## config.mk

```make
export PLATFORM = sky130hd
export DESIGN_NAME = nibble_serial_adder
export DESIGN_NICKNAME = d
export VERILOG_FILES = /design/src/rtl/nibble_serial_adder.sv
export SDC_FILE = /design/constraint.sdc
export NUM_CORES = 1
export LEC_CHECK = 0
export BUFFER_PORTS_ARGS = -buffer_cell sky130_fd_sc_hd__buf_2
export CAP_MARGIN = 20
export CELL_PAD_IN_SITES_DETAIL_PLACEMENT = 0
export CELL_PAD_IN_SITES_GLOBAL_PLACEMENT = 1
export CORE_AREA = 2 2 105 107
export DETAILED_ROUTE_END_ITERATION = 16
export DIE_AREA = 0 0 107 109
export MAX_ROUTING_LAYER = met4
export PLACE_DENSITY = 0.89
export SETUP_SLACK_MARGIN = 0.3
export SLEW_MARGIN = 5
export SYNTH_ARGS = -nofsm -noshare
export SYNTH_HDL_FRONTEND = slang
export SYNTH_HIERARCHICAL = 1
export SYNTH_SLANG_ARGS = --single-unit
```

## constraint.sdc

```tcl
create_clock -name clk_i -period 3.54 [get_ports clk_i]
set_input_delay 0.708 -clock clk_i [delete_from_list [all_inputs] [get_ports clk_i]]
set_output_delay 0.708 -clock clk_i [all_outputs]
set_load 0.05 [all_outputs]
```

## src/rtl/nibble_serial_adder.sv

```systemverilog
// Digit-serial WIDTH-bit adder: one 4-bit Brent-Kung adder, one nibble per cycle, LSB first.
// Optional NIBBLE_SERIAL_ADDER_OVERFLOW_EN adds a registered two's-complement overflow flag.

module brent_kung_adder_4b (
  input  logic [3:0] a_i,
  input  logic [3:0] b_i,
  input  logic       carry_i,
  output logic [3:0] sum_o,
  output logic       carry_o
);
  logic [3:0] g, p;
  logic       g0c, g10, g32, p32, g20, g30;

  assign g = a_i & b_i;
  assign p = a_i ^ b_i;

  // Carry-in folded into bit 0 so every prefix group starting at bit 0 is a pure generate.
  assign g0c = g[0] | (p[0] & carry_i);
  assign g10 = g[1] | (p[1] & g0c);
  assign g32 = g[3] | (p[3] & g[2]);
  assign p32 = p[3] & p[2];
  assign g30 = g32 | (p32 & g10);
  assign g20 = g[2] | (p[2] & g10);

  assign sum_o   = p ^ {g20, g10, g0c, carry_i};
  assign carry_o = g30;
endmodule

module nibble_serial_adder #(
  parameter int unsigned WIDTH = 32
) (
  input  logic             clk_i,
  input  logic             rst_ni,
  input  logic             valid_i,
  output logic             ready_o,
  input  logic [WIDTH-1:0] op1_i,
  input  logic [WIDTH-1:0] op2_i,
  input  logic             carry_i,
  output logic             valid_o,
  input  logic             ready_i,
  output logic [WIDTH-1:0] sum_o,
`ifdef NIBBLE_SERIAL_ADDER_OVERFLOW_EN
  output logic             overflow_o,
`endif
  output logic             carry_o
);
  localparam int unsigned N     = WIDTH / 4;
  localparam int unsigned CNT_W = (N > 1) ? $clog2(N) : 1;

  if ((WIDTH % 4) != 0 || WIDTH < 4) begin : g_bad_width
    $error("nibble_serial_adder: WIDTH must be a multiple of 4 and >= 4");
  end

  typedef enum logic [1:0] {IDLE, RUN, DONE} state_e;

  state_e           state_q;
  logic [CNT_W-1:0] cnt_q;
  logic             carry_q;
  logic [WIDTH-1:0] op1_q, op2_q;
  logic [3:0]       nib_sum;
  logic             nib_carry;
`ifdef NIBBLE_SERIAL_ADDER_OVERFLOW_EN
  logic             msb1_q, msb2_q;
`endif

  brent_kung_adder_4b u_adder (
    .a_i     (op1_q[3:0]),
    .b_i     (op2_q[3:0]),
    .carry_i (carry_q),
    .sum_o   (nib_sum),
    .carry_o (nib_carry)
  );

  // Control FSM plus operand/sum shift datapath; every output is a flop.
  always_ff @(posedge clk_i or negedge rst_ni) begin
    if (!rst_ni) begin
      state_q    <= IDLE;
      cnt_q      <= '0;
      carry_q    <= 1'b0;
      op1_q      <= '0;
      op2_q      <= '0;
      sum_o      <= '0;
      carry_o    <= 1'b0;
      ready_o    <= 1'b1;
      valid_o    <= 1'b0;
`ifdef NIBBLE_SERIAL_ADDER_OVERFLOW_EN
      msb1_q     <= 1'b0;
      msb2_q     <= 1'b0;
      overflow_o <= 1'b0;
`endif
    end else begin
      case (state_q)
        IDLE: begin
          if (valid_i) begin
            op1_q   <= op1_i;
            op2_q   <= op2_i;
            carry_q <= carry_i;
            cnt_q   <= '0;
            ready_o <= 1'b0;
            state_q <= RUN;
`ifdef NIBBLE_SERIAL_ADDER_OVERFLOW_EN
            msb1_q  <= op1_i[WIDTH-1];
            msb2_q  <= op2_i[WIDTH-1];
`endif
          end
        end
        RUN: begin
          op1_q   <= op1_q >> 4;
          op2_q   <= op2_q >> 4;
          sum_o   <= WIDTH'({nib_sum, sum_o} >> 4);
          carry_q <= nib_carry;
          carry_o <= nib_carry;
          cnt_q   <= cnt_q + CNT_W'(1);
          if (cnt_q == CNT_W'(N - 1)) begin
            state_q <= DONE;
            valid_o <= 1'b1;
`ifdef NIBBLE_SERIAL_ADDER_OVERFLOW_EN
            // Last nibble's top bit is the sum MSB.
            overflow_o <= (msb1_q == msb2_q) && (nib_sum[3] != msb1_q);
`endif
          end
        end
        DONE: begin
          if (ready_i) begin
            valid_o <= 1'b0;
            ready_o <= 1'b1;
            state_q <= IDLE;
          end
        end
        default: begin
          state_q <= IDLE;
          valid_o <= 1'b0;
          ready_o <= 1'b1;
        end
      endcase
    end
  end
endmodule
```

==> metrics <==
status complete, no violations; Synth Instances 466; Avg Inst Size Synth 9.706 µm²; final setup violation count 0; clock-pin slew on the worst setup and hold paths 0.10 ns; Top delay family on crit path compound AO/OA/AOI/OAI gates; CORE AREA 10,600 µm²; Worst Setup End Kind flip-flop; dominant cells by area after synthesis dfrtp_1, o22ai_1, nand2_1, a21oi_1, nor2_1; switching pwr 2.480 mW; DIE AREA 11,660 µm²; final cell utilization of the core 49.28%; Post-CTS Setup Repair Bufs 0; Worst EP required 3.83 ns; setup slack after layout 1.457 ns; Clock Skews 0.01069 ns; Worst path max stage delay 0.66 ns; Synth top area share 57.54%; Final Max Tran Viols 0; deepest clock path buffer count 2; post-synth cell types 27; RSZ-0062 raised after global routing no; Slowest-stage cell, CP o21ba_1; NumNets Final 623; Num Clock Sinks 105; fin crit period 2.083 ns; Starting Density 42.66%; vias in the first global route 3,651; Post-Place Worst Slack 1.093 ns; Slew @ Worst Pin 1.036 ns; Pint 2.890 mW; design area 5225 µm²; Final ANT Viol Nets 0; worst hold path class in2async; dpl hpwl 7243 µm; period utilisation layout 58.84%; Design Power 5.371 mW; first-pass GRT wire length 17,720 µm; crit path cell chain buf_2 > o21ba_1 > buf_4 > nor2_1 > a21oi_1; GR Util All Layers 19.99%; max-cap violations 0; EDFF count, synth 0; root buf cell clkbuf_8; Post-Route WL 10,960 µm; DR vias/cell 5.423; area grow syn2layout 15.52%; switching share of power 46.19%; Placed Cells 676; FFs w/ async S/R, synth 100.0%; Worst Setup Start Kind input port; cts bufs inserted 9; Syn Nets 542; CP Class in2reg; DRC 0; Lkg Pwr 2.544 nW; drt wl/cell 15.84 µm; sequential share of the synthesized area 58.12%; total iterations of the first detailed-routing run 5; TritonCTS clock tree done; mapped cell area 4523 µm²; clock network power share 13.7%; post-route setup TNS 0 ns; Port Buf Inserts 103; GRT overflow 0; DRT iter0 DRCs 354; CTS resizes 0; Final Hold Fails 0; Die H 109 µm; cts hold-fix bufs 0; busiest metal layer after global routing met2; antenna violations before repair 0; gpl congestion 0.7978; share of cells above drive strength 1 23.19%; largest net degree at the start of global routing 56; DR vias 3,753; Commonest cells post-synth nand2_1, dfrtp_1, o22ai_1; crit path buf inv count 2; synthesis-stage register bit count 105; Placement Rows 38; count leader, synth nand2_1; io pins 104; combinational power share 45.6%; yosys warns 6; met1 Usage GRT 27.05%; Post-Layout Cell Count 692; H-Tree Level Count 3; Pwr Density 1028 nW/µm²; Primary FF master, synth dfrtp_1; Fin Hold WS 0.3908 ns; Placed Area 5037 µm²; worst skew pair latency 0.37 ns; sequential share of power 40.7%; Peak VDD IR 0.0005632 V; cell taking the most area after synthesis dfrtp_1; diode count 0; CP max FO 25; grt met3 use 3.945%; CP Data Arrival Time 2.38 ns; slew margin rel. 30.93%; Die X 107 µm; FMAX 480.1 MHz; GR Layer Usage met2 29.98%
## cells in the final DEF, fill, tap and decap left out
master / count
o221a_1: 2
a32o_1: 1
a21oi_1: 57
clkinv_2: 1
buf_4: 4
inv_6: 1
o21ba_1: 1
buf_2: 102
dfstp_2: 1
nor2b_2: 1
clkinv_4: 1
nor2b_1: 1
nand2b_2: 1
nand3_1: 1
nand3b_1: 4
o22ai_1: 68
nand2_1: 107
clkbuf_1: 3
nor2_1: 43
ha_1: 4
o221a_2: 2
clkbuf_8: 9
fa_1: 3
xor2_1: 1
bufinv_16: 1
a22o_1: 5
o21bai_2: 1
buf_12: 1
inv_2: 2
nand2b_1: 2
inv_1: 5
dfrtp_1: 104
o31ai_1: 1
o21ai_0: 11
## power by group through the flow
stage / registers (mW) / logic [mW] / clock network [mW]
2_1_floorplan: 2.73 / 1.37 / 0
3_3_place_gp: 2.18 / 2.39 / 0
3_5_place_dp: 2.20 / 2.46 / 0
4_1_cts: 2.18 / 2.47 / 0.753
5_1_grt: 2.26 / 2.73 / 0.811
6_report: 2.19 / 2.45 / 0.738
## flip-flops by register name (all words and copies together), names as in the netlist
| signal | cells |
|---|---|
| ready_o | 1 |
| sum_o | 32 |
| state_q | 2 |
| cnt_q | 3 |
| op2_q | 32 |
| carry_o | 1 |
| carry_q | 1 |
| valid_o | 1 |
| op1_q | 32 |
## area by class of cell
class / instances / area [µm²]
tap: 140 / 175.2
clock inverter: 4 / 52.55
sequential: 105 / 2629
fill: 999 / 5378
inverter: 7 / 26.28
multi-input combinational: 317 / 1647
timing repair buffer: 107 / 560.5
clock buffer: 12 / 135.1
## cell families after synthesis
family / Yosys count / synth area share (%)
fa+ha+maj: 7 / 2.434
compound gates: 149 / 19.75
flops: 105 / 58.12
simple gates: 160 / 13.91
xor+xnor: 1 / 0.1937
buf+inv: 44 / 5.588
## worst paths after layout
path                       depth (start not counted)       start        end  slack (ns)
setup reg to reg                                   4  state_q[0]  op2_q[24]        1.46
hold reg to reg                                    2    sum_o[2]   sum_o[2]        0.48
max in group asynchronous                          2      rst_ni  op1_q[13]        2.41
setup / recovery                                   5     valid_i  op2_q[24]        1.46
min in group clk_i                                 2    sum_o[2]   sum_o[2]        0.48
hold / removal                                     1      rst_ni  sum_o[14]        0.39
## metal layers
metal,up-vias,routed length (µm)
li1,1784,-
met1,1829,4952
met2,120,5180
met3,20,577
met4,0,251
met5,-,0
(Power assumes the default switching activity.)
